### src/rtl/dcpu_pkg.sv
// Shared decode constants and types for the data-memory access path.
// The alucode values are owned here so decode and the load/store unit agree.
package dcpu_pkg;

  localparam logic [5:0] ALU_LB  = 6'h10;
  localparam logic [5:0] ALU_LH  = 6'h11;
  localparam logic [5:0] ALU_LW  = 6'h12;
  localparam logic [5:0] ALU_LBU = 6'h13;
  localparam logic [5:0] ALU_LHU = 6'h14;
  localparam logic [5:0] ALU_SB  = 6'h18;
  localparam logic [5:0] ALU_SH  = 6'h19;
  localparam logic [5:0] ALU_SW  = 6'h1a;

  typedef enum logic [1:0] {
    SIZE_BYTE,
    SIZE_HALF,
    SIZE_WORD
  } size_t;

  typedef enum logic [1:0] {
    LSU_IDLE,
    LSU_WAIT,
    LSU_RESP
  } lsu_state_t;

  typedef struct packed {
    size_t size;
    logic  zero_ext;
  } access_t;

  function automatic access_t decode_access(input logic [5:0] alucode);
    access_t acc;
    acc.size     = SIZE_WORD;
    acc.zero_ext = 1'b0;
    case (alucode)
      ALU_LB, ALU_SB: acc.size = SIZE_BYTE;
      ALU_LBU: begin
        acc.size     = SIZE_BYTE;
        acc.zero_ext = 1'b1;
      end
      ALU_LH, ALU_SH: acc.size = SIZE_HALF;
      ALU_LHU: begin
        acc.size     = SIZE_HALF;
        acc.zero_ext = 1'b1;
      end
      default: acc.size = SIZE_WORD;
    endcase
    return acc;
  endfunction

  function automatic logic misaligned(input size_t size, input logic [1:0] offset);
    case (size)
      SIZE_WORD: return offset != 2'b00;
      SIZE_HALF: return offset[0];
      default:   return 1'b0;
    endcase
  endfunction

endpackage

### src/rtl/lsu_lane.sv
// Combinational lane logic: store byte-enables and data replication, plus
// load lane selection and sign/zero extension.
module lsu_lane
  import dcpu_pkg::*;
(
  input  size_t       store_size,
  input  logic [1:0]  store_offset,
  input  logic [31:0] store_data,
  output logic [3:0]  be,
  output logic [31:0] wdata,
  input  access_t     load_acc,
  input  logic [1:0]  load_offset,
  input  logic [31:0] rdata,
  output logic [31:0] load_data
);

  logic [7:0]  load_byte;
  logic [15:0] load_half;

  // NOTE: every output of a combinational block gets a value on every path, or a latch is inferred.
  always_comb begin
    be    = 4'hf;
    wdata = store_data;
    case (store_size)
      SIZE_BYTE: begin
        be    = 4'b0001 << store_offset;
        wdata = {4{store_data[7:0]}};
      end
      SIZE_HALF: begin
        be    = store_offset[1] ? 4'b1100 : 4'b0011;
        wdata = {2{store_data[15:0]}};
      end
      default: ;
    endcase
  end

  always_comb begin
    load_byte = rdata[{load_offset, 3'b000} +: 8];
    load_half = load_offset[1] ? rdata[31:16] : rdata[15:0];
    load_data = rdata;
    case (load_acc.size)
      SIZE_BYTE: load_data = {{24{load_byte[7] & ~load_acc.zero_ext}}, load_byte};
      SIZE_HALF: load_data = {{16{load_half[15] & ~load_acc.zero_ext}}, load_half};
      default: ;
    endcase
  end

endmodule

### src/rtl/load_store_unit.sv
// Memory-access stage: issues one handshaked data-memory access at a time,
// stalls the core while it is outstanding and returns the extended load value.
module load_store_unit
  import dcpu_pkg::*;
#(
  parameter int TIMEOUT_CYCLES = 16,
  parameter int ADDR_W         = 32
) (
  input  logic              clk,
  input  logic              rst,
  input  logic              is_load,
  input  logic              is_store,
  input  logic [5:0]        alucode,
  input  logic [ADDR_W-1:0] addr,
  input  logic [31:0]       store_data,
  output logic              stall,
  output logic [31:0]       load_result,
  output logic              load_valid,
  output logic              access_fault,
  output logic              mem_req,
  output logic              mem_we,
  output logic [ADDR_W-1:0] mem_addr,
  output logic [3:0]        mem_be,
  output logic [31:0]       mem_wdata,
  input  logic [31:0]       mem_rdata,
  input  logic              mem_ack
);

  localparam int CNT_W = (TIMEOUT_CYCLES > 1) ? $clog2(TIMEOUT_CYCLES) : 1;
  localparam logic [CNT_W-1:0] CNT_LAST = CNT_W'(TIMEOUT_CYCLES - 1);

  lsu_state_t       state, state_next;
  logic [CNT_W-1:0] count;
  access_t          req_acc, held_acc;
  logic [1:0]       held_offset;
  logic             held_load;
  logic             timed_out;
  logic [31:0]      result_q;
  logic [3:0]       lane_be;
  logic [31:0]      lane_wdata, lane_load;
  logic             in_idle, bad_req, accept, expire;

  assign req_acc = decode_access(alucode);
  assign in_idle = rst && (state == LSU_IDLE);
  assign bad_req = in_idle && ((is_load && is_store) ||
                   ((is_load || is_store) && misaligned(req_acc.size, addr[1:0])));
  assign accept  = in_idle && (is_load ^ is_store) && !bad_req;
  assign expire  = (state == LSU_WAIT) && !mem_ack && (count == CNT_LAST);

  lsu_lane u_lane (
    .store_size   (req_acc.size),
    .store_offset (addr[1:0]),
    .store_data   (store_data),
    .be           (lane_be),
    .wdata        (lane_wdata),
    .load_acc     (held_acc),
    .load_offset  (held_offset),
    .rdata        (mem_rdata),
    .load_data    (lane_load)
  );

  // NOTE: clocked state uses non-blocking assignments so every register samples pre-edge values.
  always_ff @(posedge clk) begin
    if (!rst) state <= LSU_IDLE;
    else      state <= state_next;
  end

  always_comb begin
    state_next = state;
    case (state)
      LSU_IDLE: if (accept) state_next = LSU_WAIT;
      LSU_WAIT: if (mem_ack || expire) state_next = LSU_RESP;
      default:  state_next = LSU_IDLE;
    endcase
  end

  always_ff @(posedge clk) begin
    if (!rst) begin
      count       <= '0;
      timed_out   <= 1'b0;
      result_q    <= '0;
      mem_we      <= 1'b0;
      mem_addr    <= '0;
      mem_be      <= '0;
      mem_wdata   <= '0;
      held_acc    <= '0;
      held_offset <= '0;
      held_load   <= 1'b0;
    end else begin
      count <= (state == LSU_WAIT) ? count + 1'b1 : '0;
      if (state == LSU_WAIT) timed_out <= expire;
      if (accept) begin
        mem_addr    <= {addr[ADDR_W-1:2], 2'b00};
        mem_we      <= is_store;
        mem_be      <= is_store ? lane_be : 4'hf;
        mem_wdata   <= is_store ? lane_wdata : '0;
        held_acc    <= req_acc;
        held_offset <= addr[1:0];
        held_load   <= is_load;
      end
      // A fault of either kind leaves no stale load value behind.
      if (bad_req || expire)
        result_q <= '0;
      else if ((state == LSU_WAIT) && mem_ack && held_load)
        result_q <= lane_load;
    end
  end

  always_comb begin
    stall        = accept || (state == LSU_WAIT);
    mem_req      = (state == LSU_WAIT);
    load_valid   = (state == LSU_RESP) && held_load && !timed_out;
    access_fault = bad_req || ((state == LSU_RESP) && timed_out);
    load_result  = bad_req ? '0 : result_q;
  end

endmodule

### config.mk
export PLATFORM = sky130hd
export DESIGN_NAME = load_store_unit
export DESIGN_NICKNAME = d
export VERILOG_FILES = /design/src/rtl/dcpu_pkg.sv /design/src/rtl/lsu_lane.sv /design/src/rtl/load_store_unit.sv
export SDC_FILE = /design/constraint.sdc
export NUM_CORES = 1
export LEC_CHECK = 0
export BUFFER_PORTS_ARGS = -buffer_cell sky130_fd_sc_hd__buf_2
export CORE_ASPECT_RATIO = 1.5
export CORE_MARGIN = 2
export CORE_UTILIZATION = 50
export CTS_BUF_LIST = sky130_fd_sc_hd__clkbuf_8 sky130_fd_sc_hd__clkbuf_16
export DETAILED_ROUTE_END_ITERATION = 6
export HOLD_SLACK_MARGIN = 0.12
export PLACE_DENSITY = 0.85
export SLEW_MARGIN = 20
export SYNTH_ARGS = -nofsm -noshare
export SYNTH_HDL_FRONTEND = slang
export SYNTH_HIERARCHICAL = 1
export SYNTH_SLANG_ARGS = --single-unit
### constraint.sdc
create_clock -name clk -period 7.3 [get_ports clk]
set_input_delay 1.46 -clock clk [delete_from_list [all_inputs] [get_ports clk]]
set_output_delay 1.46 -clock clk [all_outputs]
set_load 0.1 [all_outputs]
# Word level (Yosys, flattened, before mapping)
# Index checks and enable logic that the tools add are counted.
dict set report op_classes {
  n_mux 14
  n_eq_ne 14
  n_reduce_logical 32
  bitwise_logic 5
  add_sub_neg 1
  n_shift 2
}
# op n
set op_table {}
lappend op_table {{$pmux W32 S2} 2}
lappend op_table {{$mux W32} 2}
lappend op_table {{$eq A6 B5 Y1 const B} 6}
lappend op_table {{$shiftx A32 B6 Y8} 1}
lappend op_table {{$mux W16} 1}
lappend op_table {{$logic_and A1 B1 Y1} 13}
lappend op_table {{$mux W4} 2}
lappend op_table {{$pmux W2 S2} 2}
lappend op_table {{$pmux W4 S2} 1}
lappend op_table {{$eq A2 B1 Y1 const B} 3}
lappend op_table {{$logic_not A2 Y1} 3}
lappend op_table {{$logic_or A1 B1 Y1} 6}
lappend op_table {{$reduce_or A3 Y1} 2}
lappend op_table {{$add A4 B1 Y4 const B} 1}
lappend op_table {{$eq A2 B2 Y1 const B} 2}
lappend op_table {{$eq A4 B4 Y1 const B} 1}
lappend op_table {{$mux W2} 2}
lappend op_table {{$reduce_and A2 Y1} 2}
lappend op_table {{$reduce_or A2 Y1} 2}
lappend op_table {{$shl A1 B2 Y4 const A} 1}
lappend op_table {{$logic_not A1 Y1} 3}
lappend op_table {{$and A1 B1 Y1} 2}
lappend op_table {{$ne A2 B1 Y1 const B} 1}
lappend op_table {{$ne A2 B2 Y1 const B} 1}
lappend op_table {{5 further kinds} 6}
dict set report word_totals {
  register_bits 112
  wordCells 80
  in_bits 107
}

# Longest topological paths before layout
# Gate-level depths: netlist of the first run.
dict set report logic_depth {
  word_depth 12
  depth_mapped 10
  ltp_nobuf 7
}

# Modules after synthesis
# The synthesis of the first run kept the hierarchy.
# module area_each_um2 n_inst cells_per_inst seq_area_each_um2
set modules_own_cells {}
lappend modules_own_cells {load_store_unit 5017.3 1 565 2242.2}
lappend modules_own_cells {lsu_lane 1148.6 1 156 0.0}

# Worst setup path before layout of the first run
# OpenSTA, ideal clock, no wires.
dict set report synth_timing {
  path_type {input -> output}
  start {input port is_store}
  end {output port load_result[23]}
  path_buffers 3
  arrival_time_ns 4.916
  required_time_ns 5.840
  cell_stages 9
  path_slack_ns 0.924
  cell_sequence {clkbuf_1 > clkbuf_1 > inv_1 > ha_1 > o21ba_2 > o2bb2ai_1 > a21o_1 > clkbuf_1 > a21boi_0}
}
dict set report synth_via {
  elab_chain_cells 5
}
# item line
set synth_rtl {}
lappend synth_rtl {{start: declaration} load_store_unit.sv:12} ;# input logic is_store,
lappend synth_rtl {{$logic_or A1 B1 Y1} load_store_unit.sv:46} ;# ((is_load || is_store) && misaligned(req_acc.size, addr[1:0])));
lappend synth_rtl {{$logic_and A1 B1 Y1} load_store_unit.sv:46}
lappend synth_rtl {{$logic_or A1 B1 Y1 (*)} load_store_unit.sv:45} ;# assign bad_req = in_idle && ((is_load && is_store) ||
lappend synth_rtl {{$logic_and A1 B1 Y1 (*)} load_store_unit.sv:45}
lappend synth_rtl {{$mux W32 (*)} load_store_unit.sv:114} ;# load_result = bad_req ? '0 : result_q;
lappend synth_rtl {{end: declaration} load_store_unit.sv:17} ;# output logic [31:0] load_result,
# Mark *: on every way between the ends. The rest lies on a longest branch, timed or not.

# Final worst setup path of the first run
dict set report layout_timing {
  start {input port is_store}
  end {output port access_fault}
}
dict set report layout_via {
  elab_chain_cells 5
}
# item line
set layout_rtl {}
lappend layout_rtl {{$logic_or A1 B1 Y1} load_store_unit.sv:46}
lappend layout_rtl {{$logic_and A1 B1 Y1} load_store_unit.sv:46}
lappend layout_rtl {{$logic_or A1 B1 Y1 (*)} load_store_unit.sv:45}
lappend layout_rtl {{$logic_and A1 B1 Y1 (*)} load_store_unit.sv:45}
lappend layout_rtl {{$logic_or A1 B1 Y1 (*)} load_store_unit.sv:113} ;# access_fault = bad_req || ((state == LSU_RESP) && timed_out);
lappend layout_rtl {{end: declaration} load_store_unit.sv:19} ;# output logic access_fault,
# Marks and branches as above.

==> reports/qor_table.md, run 1 <==
| Step | Parameter | Reported |
| --- | --- | --- |
| status | Outcome | completed |
| route | Total Wirelength | 17000 um |
| synthesis | Synth Area in Simple Gates | 14.73% |
| sta | Final Slew Violations | 0 |
| route | Starting DRC count in detailed routing | 285 |
| pwr | Overall power | 1533 uW |
| pwr | Total power density per cell area | 205.2 nW/um^2 |
| synthesis | Arithmetic-cell share of the synthesized area counting full adders, half adders and majority gates | 0.6088% |
| synthesis | Synth Instances | 721 |
| sta | Upper clock frequency limit | 179.2 MHz |
| clocking | CTS-repair resized insts | 0 |
| clocking | Clock-pin slew on the worst setup and hold paths | 0.07 ns |
| finish | Highest-count cells in the layout ignoring fill and taps | sky130_fd_sc_hd__buf_2 (209), sky130_fd_sc_hd__nand2_1 (160), sky130_fd_sc_hd__dfxtp_1 (112) |
| synthesis | Count of different cell masters after synthesis | 64 |
| synthesis | Mean cell area of the mapped netlist | 8.552 sq um |
| synthesis | Synthesized-area fraction occupied by xor and xnor cells | 0.2841% |
| global route | Initial antenna violation count | 1 |
| critical path | Type of origin of the critical path | primary input |
| placement | Pre-CTS worst setup slack | 1.722 ns |
| route | Routed len/inst | 16.38 um |
| floorplanning | Total number of placement rows | 49 |
| finish | Antenna diode instance count | 0 |
| critical path | Endpoint arrival time on the critical path | 4.12 ns |
| synthesis | Mux contribution to synthesized area | 18.02% |
| clocking | Clock tree from TritonCTS | done |
| sta | Worst-case headroom to the max-slew limit | 32.91% |
| finish | Final Net Count | 990 |
| global route | Wire length of the first global-routing pass | 27150 um |
| sta | Final Hold Violating Endpoints | 0 |
| sta | Setup WS post-layout | 1.719 ns |
| floorplanning | Die width | 94.67 um |
| route | Drt first pass iters | 6 |
| clocking | CTS root buffer | sky130_fd_sc_hd__clkbuf_16 |
| pwr | Share of total power consumed by net switching | 32.61% |
| critical path | Max FO, Critical Path | 47 |
| clocking | H-Tree Level Count | 3 |
| sta | Post-route clock skew | 0.007866 ns |
| critical path | Required time at the worst-slack endpoint | 5.84 ns |
| pwr | Net switching power figure | 499.8 uW |
| synthesis | Cells taking the most area after synthesis | sky130_fd_sc_hd__dfxtp_1 (36%), sky130_fd_sc_hd__nand2_1 (9.7%), sky130_fd_sc_hd__mux2_2 (9.7%) |
| placement | Estimated wirelength of the detail-placed design | 11950 um |
| clocking | Clock Sink Count | 112 |
| sta | Number of setup violations in the final report | 0 |
| critical path | Slack of the worst reg-to-reg path | 4.83 ns |
| finish | Synth-to-Final Area Change | 21.14% |
| floorplanning | Die outline area | 13250 sq um |
| clocking | CTS Buf Count | 9 |
| finish | Proportion of layout cells with a drive suffix above 1 | 34.58% |
| clocking | Buffers inserted by post-CTS timing repair | 0 |
| pwr | Internal power of the cells | 1033 uW |
| sta | RSZ-0062 raised after global routing | no |
| global route | GRT Total Usage | 25.33% |
| clocking | Clk_lat worst skew | 0.35 ns |
| synthesis | Syn Std Cell Area | 6166 sq um |
| synthesis | Sequential fraction of the synthesis area | 36.36% |
| critical path | Startpoint-to-endpoint class of the critical path | primary input to primary output |
| floorplanning | Placeable core area | 12020 sq um |
| sta | Least-Margin Pin Slew | 1.004 ns |
| worst hold path | Classification of the worst-slack hold path | flip-flop to flip-flop |
| clocking | Number of buffers between clock root and the deepest sink | 2 |
| synthesis | Share of the synthesized area in compound gates (AO/OA/AOI/OAI) | 22.89% |
| route | DRC violation count after routing | 0 |
| synthesis | Leading register cell type out of synthesis | sky130_fd_sc_hd__dfxtp_1 |
| placement | Routability congestion estimate | 0.8521 |
| pwr | Combinational cell fraction of total power | 22.9% |
| sta | Period minus WS final | 5.581 ns |
| pwr | Sequential cell fraction of total power | 41.7% |
| clocking | Hold-fix buffers, CTS | 0 |
| floorplanning | Vertical extent of the die | 140.0 um |
| synthesis | Combinational family with the most area after synthesis | compound AO/OA/AOI/OAI gates |
| sta | Post-route setup TNS | 0 ns |
| synthesis | Post-synth EDFFs | 0 |
| finish | Most frequent standard cell in the layout excluding fill and tap cells | sky130_fd_sc_hd__buf_2 |
| pwr | Worst VDD drop | 0.0001224 V |
| route | Routed via count | 5821 |
| floorplanning | Starting density of the core | 51.31% |
| synthesis | Area fraction of the dominant cell type after synthesis | 36.36% |
| synthesis | Number of warnings reported in the yosys synthesis log | 6 |
| sta | Worst hold margin | 0.4461 ns |
| global route | Global route overflow | 0 |
| placement | Number of port buffers | 209 |
| critical path | Type of element capturing the critical path | primary output |
| synthesis | Number of synthesized register bits | 112 |
| route | Ratio of routed vias to standard cells | 5.608 |
| pwr | Clk pwr share | 35.3% |
| job | Max-capacitance violation count | 0 |
| finish | Count of filler cells inserted in the layout | 1071 |
| sta | Period utilisation layout | 76.45% |
| route | Antenna Nets Post-Route | 0 |
| synthesis | Post-synth top area cell | sky130_fd_sc_hd__dfxtp_1 |
| floorplanning | I/O pins | 212 |
| global route | Number of global-route vias before repair | 5548 |
| pwr | Leakage dissipation | 0.003502 uW |
| synthesis | FFs w/ async S/R, synth | 0% |
| global route | Pin count of the biggest net entering global routing | 78 |
cells in the mapped netlist, types with 2 or more instances:
| master | number |
|---|---|
| sky130_fd_sc_hd__nand2_1 | 160 |
| sky130_fd_sc_hd__dfxtp_1 | 112 |
| sky130_fd_sc_hd__mux2_2 | 53 |
| sky130_fd_sc_hd__mux2i_1 | 48 |
| sky130_fd_sc_hd__clkbuf_1 | 38 |
| sky130_fd_sc_hd__o21ai_0 | 36 |
| sky130_fd_sc_hd__a21oi_1 | 35 |
| sky130_fd_sc_hd__o211ai_1 | 32 |
| sky130_fd_sc_hd__a21boi_1 | 20 |
| sky130_fd_sc_hd__o21ai_1 | 20 |
| sky130_fd_sc_hd__buf_2 | 16 |
| sky130_fd_sc_hd__inv_1 | 16 |
| sky130_fd_sc_hd__buf_4 | 13 |
| sky130_fd_sc_hd__a21boi_0 | 12 |
| sky130_fd_sc_hd__a221o_1 | 12 |
| sky130_fd_sc_hd__nor2_1 | 10 |
| sky130_fd_sc_hd__a22o_1 | 8 |
| sky130_fd_sc_hd__nand3_1 | 6 |
| sky130_fd_sc_hd__nand2b_1 | 5 |
| sky130_fd_sc_hd__a21o_1 | 4 |
| sky130_fd_sc_hd__a221oi_1 | 4 |
| sky130_fd_sc_hd__and4b_1 | 4 |
| sky130_fd_sc_hd__buf_6 | 3 |
| sky130_fd_sc_hd__ha_1 | 3 |
| sky130_fd_sc_hd__nor3b_1 | 3 |
| sky130_fd_sc_hd__o21a_1 | 3 |
| sky130_fd_sc_hd__o221a_2 | 3 |
| sky130_fd_sc_hd__nand3b_1 | 2 |
| sky130_fd_sc_hd__nor2b_1 | 2 |
| sky130_fd_sc_hd__nor3b_2 | 2 |
| sky130_fd_sc_hd__o21bai_1 | 2 |
| sky130_fd_sc_hd__o2bb2ai_1 | 2 |
critical path: stages:
cell and delay (ns):
sky130_fd_sc_hd__buf_2 0.46, sky130_fd_sc_hd__inv_1 0.11, sky130_fd_sc_hd__ha_1 0.24, sky130_fd_sc_hd__o21ba_2 0.26, sky130_fd_sc_hd__o2bb2ai_1 0.20, sky130_fd_sc_hd__a21o_2 0.73, sky130_fd_sc_hd__a32o_1 0.21, sky130_fd_sc_hd__buf_2 0.42
registers in the layout, summed over array words and instances (netlist names):
register,cells
count,4
held_acc,3
held_load,1
held_offset,2
mem_addr,30
mem_be,4
mem_wdata,32
mem_we,1
result_q,32
state,2
timed_out,1
final timing paths:
path / start / endpoint / cells after the start
min: held_acc[0] / held_acc[0] / 2
max: is_store / access_fault / 8
max reg2reg: held_offset[1] / result_q[0] / 6
min reg2reg: held_acc[0] / held_acc[0] / 2
power by group through the flow:
stage,Sequential [uW],Combinational [uW],Clock [uW]
after floorplan,766,155,0
after global placement,654,347,0
after detailed placement,654,350,0
after CTS,640,350,550
after global routing,642,373,574
final,640,351,542
routing by layer:
metal	global-route usage, %	up-vias	wire [um]
met3	5.863	39	1198
met1	29.29	2705	6562
li1	-	2849	-
met5	0	-	13
met4	9.001	2	446
met2	44.87	226	8781
cell type report:
type | instances | area, sq um | area share (%)
well taps | 153 | 191.4 | 2.563
clock inverters | 6 | 90.09 | 1.206
multi-input cells | 520 | 3515 | 47.05
repair buffers | 220 | 1129 | 15.11
inverters | 17 | 63.81 | 0.8543
flip-flops and latches | 112 | 2242 | 30.02
clock buffers | 10 | 239.0 | 3.199
kinds of logic (layout without fill, tap and decap cells):
| group | Yosys count | in the layout |
|---|---|---|
| adders and majority gates | 3 | 3 |
| other | 1 | 2 |
| buffers and inverters | 90 | 253 |
| AOI/OAI and AO/OA | 206 | 206 |
| and+or+nand+nor | 204 | 204 |
| xor gates and xnor gates | 2 | 2 |
| muxes | 103 | 103 |
| DFF | 112 | 112 |
through the flow:
| stage | utilization (%) | cells | cell area, sq um |
|---|---|---|---|
| 3_3_place_gp | 59.42 | 1022 | 7141 |
| 2_1_floorplan | - | 722 | 6170 |
| 5_1_grt | 62.16 | 1038 | 7470 |
| 4_1_cts | 62.16 | 1038 | 7470 |
| 3_5_place_dp | 59.42 | 1022 | 7141 |
| 6_report | 62.16 | 1038 | 7470 |
Note: power is estimated with default switching activity, not from simulation.
==> inputs of run 2 (changes only) <==
--- a/config.mk
+++ b/config.mk
@@ -5,14 +5,15 @@
 export SDC_FILE = /design/constraint.sdc
 export NUM_CORES = 1
 export LEC_CHECK = 0
+export ABC_AREA = 1
 export BUFFER_PORTS_ARGS = -buffer_cell sky130_fd_sc_hd__buf_2
 export CORE_ASPECT_RATIO = 1.5
 export CORE_MARGIN = 2
-export CORE_UTILIZATION = 50
+export CORE_UTILIZATION = 46
 export CTS_BUF_LIST = sky130_fd_sc_hd__clkbuf_8 sky130_fd_sc_hd__clkbuf_16
 export DETAILED_ROUTE_END_ITERATION = 6
 export HOLD_SLACK_MARGIN = 0.12
-export PLACE_DENSITY = 0.85
+export PLACE_DENSITY = 0.82
 export SLEW_MARGIN = 20
 export SYNTH_ARGS = -nofsm -noshare
 export SYNTH_HDL_FRONTEND = slang
==> constraint.sdc (replaced) <==
create_clock -name clk -period 4.5 [get_ports clk]
set_input_delay 0.9 -clock clk [delete_from_list [all_inputs] [get_ports clk]]
set_output_delay 0.9 -clock clk [all_outputs]
set_load 0.1 [all_outputs]
==> reports/qor_table.md, run 2 <==
| Step | Parameter | Reported |
| --- | --- | --- |
| critical path | Endpoint arrival time on the critical path | 2.91 ns |
| critical path | Required time at the worst-slack endpoint | 3.60 ns |
| synthesis | Number of synthesized register bits | 112 |
| clocking | Buffers inserted by post-CTS timing repair | 0 |
| global route | Routing usage on met1 | 25.85% |
| sta | Post-route clock skew | 0.008049 ns |
| finish | Largest regs | mem_wdata x32, result_q x32, mem_addr x30 |
| pwr | Combinational cell fraction of total power | 24.5% |
| pwr | Leakage dissipation | 0.004154 uW |
| placement | Routability congestion estimate | 0.9671 |
| floorplanning | Starting density of the core | 47.08% |
| sta | Setup WS post-layout | 0.6876 ns |
| global route | GRT Total Usage | 22.92% |
| clocking | Clock Sink Count | 112 |
| clocking | Clock-pin slew on the worst setup and hold paths | 0.07 ns |
| route | Antenna Nets Post-Route | 0 |
| clocking | Clk_lat worst skew | 0.35 ns |
| finish | Most frequent standard cell in the layout excluding fill and tap cells | sky130_fd_sc_hd__nand2_1 |
| sta | Post-route setup TNS | 0 ns |
| sta | Worst-case headroom to the max-slew limit | 34.64% |
| synthesis | Post-synth EDFFs | 0 |
| pwr | Internal power of the cells | 1563 uW |
| placement | Number of port buffers | 209 |
| synthesis | Sequential fraction of the synthesis area | 35.19% |
| sta | Period minus WS final | 3.812 ns |
| route | DRC violation count after routing | 0 |
| finish | Seq. cell area | 2242 sq um |
| global route | Wire length of the first global-routing pass | 27410 um |
| route | Drt first pass iters | 4 |
| clocking | Hold-fix buffers, CTS | 0 |
| pwr | Sequential cell fraction of total power | 42.9% |
| synthesis | Count of different cell masters after synthesis | 35 |
| route | Routed via count | 6434 |
| finish | Synth-to-Final Area Change | 19.74% |
| synthesis | FFs w/ async S/R, synth | 0% |
| finish | Final std cells w/o fill | 1324 |
| placement | Estimated wirelength of the detail-placed design | 12390 um |
| pwr | Net switching power figure | 849.3 uW |
| global route | Global route overflow | 0 |
| finish | Total area of multi-input combinational cells | 3107 sq um |
| sta | Final Hold Violating Endpoints | 0 |
| worst hold path | Classification of the worst-slack hold path | flip-flop to flip-flop |
| sta | Upper clock frequency limit | 262.3 MHz |
| pwr | Worst VDD drop | 0.0001835 V |
| pwr | Clk pwr share | 32.6% |
| synthesis | Post-synth top area cell | sky130_fd_sc_hd__dfxtp_1 |
| route | Routed len/inst | 13.00 um |
| floorplanning | I/O pins | 212 |
| status | Outcome | completed |
| clocking | Number of buffers between clock root and the deepest sink | 2 |
| global route | Pin count of the biggest net entering global routing | 111 |
| floorplanning | Vertical extent of the die | 148.1 um |
| job | Max-capacitance violation count | 0 |
| critical path | Type of element capturing the critical path | primary output |
| finish | Final Net Count | 1267 |
| synthesis | Leading register cell type out of synthesis | sky130_fd_sc_hd__dfxtp_1 |
| global route | Global Route met3 Usage | 3.477% |
| route | Starting DRC count in detailed routing | 217 |
| synthesis | Most frequently used cell type in the post-synthesis netlist | sky130_fd_sc_hd__nand2_1 |
| global route | Initial antenna violation count | 0 |
| floorplanning | Placeable core area | 13530 sq um |
| clocking | Clock tree from TritonCTS | done |
| sta | RSZ-0062 raised after global routing | no |
| floorplanning | Die width | 100.1 um |
| floorplanning | Die outline area | 14830 sq um |
| sta | Least-Margin Pin Slew | 0.9793 ns |
| synthesis | Number of warnings reported in the yosys synthesis log | 6 |
| clocking | CTS-repair resized insts | 0 |
| synthesis | Syn Std Cell Area | 6371 sq um |
| synthesis | Synth Instances | 992 |
| global route | Number of global-route vias before repair | 5922 |
| route | Total Wirelength | 17210 um |
| synthesis | Synth top cells by count | sky130_fd_sc_hd__nand2_1 (289), sky130_fd_sc_hd__inv_1 (163), sky130_fd_sc_hd__nor2_1 (160), sky130_fd_sc_hd__dfxtp_1 (112), sky130_fd_sc_hd__a21oi_1 (38) |
| finish | Antenna diode instance count | 0 |
| pwr | Share of total power consumed by net switching | 35.21% |
| sta | Period utilisation layout | 84.72% |
| placement | Number of cells in the design after placement | 1308 |
| global route | Met2 Track Usage GR | 41.11% |
| placement | Pre-CTS worst setup slack | 0.6609 ns |
| route | Ratio of routed vias to standard cells | 4.860 |
| synthesis | Area fraction of the dominant cell type after synthesis | 35.19% |
| clocking | H-Tree Level Count | 3 |
| sta | Number of setup violations in the final report | 0 |
| critical path | Type of origin of the critical path | primary input |
| critical path | Startpoint-to-endpoint class of the critical path | primary input to primary output |
| synthesis | Mean cell area of the mapped netlist | 6.422 sq um |
| clocking | CTS root buffer | sky130_fd_sc_hd__clkbuf_16 |
| floorplanning | Total number of placement rows | 52 |
| finish | Proportion of layout cells with a drive suffix above 1 | 24.61% |
| critical path | Max FO, Critical Path | 32 |
| synthesis | Cells taking the most area after synthesis | sky130_fd_sc_hd__dfxtp_1 (35%), sky130_fd_sc_hd__nand2_1 (17%), sky130_fd_sc_hd__inv_1 (9.6%) |
| sta | Final Slew Violations | 0 |
| pwr | Total power density per cell area | 316.2 nW/um^2 |
| clocking | CTS Buf Count | 9 |
| finish | Highest-count cells in the layout ignoring fill and taps | sky130_fd_sc_hd__nand2_1 (289), sky130_fd_sc_hd__buf_2 (208), sky130_fd_sc_hd__inv_1 (164) |
| finish | Count of filler cells inserted in the layout | 1393 |
| global route | Most Crowded Layer GR | met2 |
| finish | Layout Utilization | 56.37% |
-- run 2: per-layer routing --
| layer | routed length [um] | vias up | part of all wire (%) |
|---|---|---|---|
| met2 | 8652 | 226 | 50 |
| met1 | 6943 | 2851 | 40 |
| li1 | - | 3316 | - |
| met5 | 0 | - | 0 |
| met4 | 676 | 0 | 3.9 |
| met3 | 934 | 41 | 5.4 |
-- run 2: power groups by stage --
stage,registers (uW),logic (uW),clock network (uW)
floorplan,1230,288,0
global placement,1060,587,0
detailed placement,1060,591,0
CTS,1030,593,815
global route,1040,642,847
finish,1030,590,788
-- run 2: critical path, stage by stage --
cell and delay, ns:
sky130_fd_sc_hd__buf_2 0.10, sky130_fd_sc_hd__nor2_1 0.17, sky130_fd_sc_hd__nand2_1 0.09, sky130_fd_sc_hd__a21oi_1 0.19
sky130_fd_sc_hd__nor2_1 0.07, sky130_fd_sc_hd__nand2_2 0.09, sky130_fd_sc_hd__nand2_1 0.07, sky130_fd_sc_hd__nand2_1 0.11
sky130_fd_sc_hd__inv_1 0.42, sky130_fd_sc_hd__nor2_1 0.25, sky130_fd_sc_hd__buf_2 0.46
-- run 2: final timing paths --
check,start,endpoint,slack (ns),depth (start not counted)
min reg2reg,mem_wdata[26],mem_wdata[26],0.46,2
max reg2reg,held_acc[2],result_q[12],2.44,11
min,mem_wdata[26],mem_wdata[26],0.46,2
max,alucode[5],load_result[14],0.69,11
-- run 2: area by class of cell --
type | count | area share, %
Tap cell | 162 | 2.657
Clock buffer | 10 | 3.133
Clock inverter | 6 | 0.6725
Timing Repair Buffer | 220 | 15.04
Sequential cell | 112 | 29.39
Multi-Input combinational cell | 645 | 40.72
Inverter | 169 | 8.381
-- run 2: cells by family (layout without fill, tap and decap cells) --
| family | after synthesis | count (layout) | share of synthesized area (%) |
|---|---|---|---|
| and+or+nand+nor | 544 | 544 | 36.74 |
| buffers and inverters | 236 | 405 | 16.22 |
| DFF | 112 | 112 | 35.19 |
| AOI/OAI and AO/OA | 64 | 64 | 5.538 |
| muxes | 32 | 32 | 5.656 |
| adders and majority gates | 3 | 3 | 0.5892 |
| other | 1 | 2 | 0.05886 |
-- run 2: stage by stage --
stage | total power (uW) | hold WS (ns) | area [sq um]
4_1_cts | 2442 | 0.4609 | 7625
5_1_grt | 2527 | 0.4816 | 7629
3_3_place_gp | 1644 | 0.4308 | 7335
2_1_floorplan | 1523 | 0.4175 | 6375
6_report | 2412 | 0.4596 | 7629
3_5_place_dp | 1649 | 0.4447 | 7335
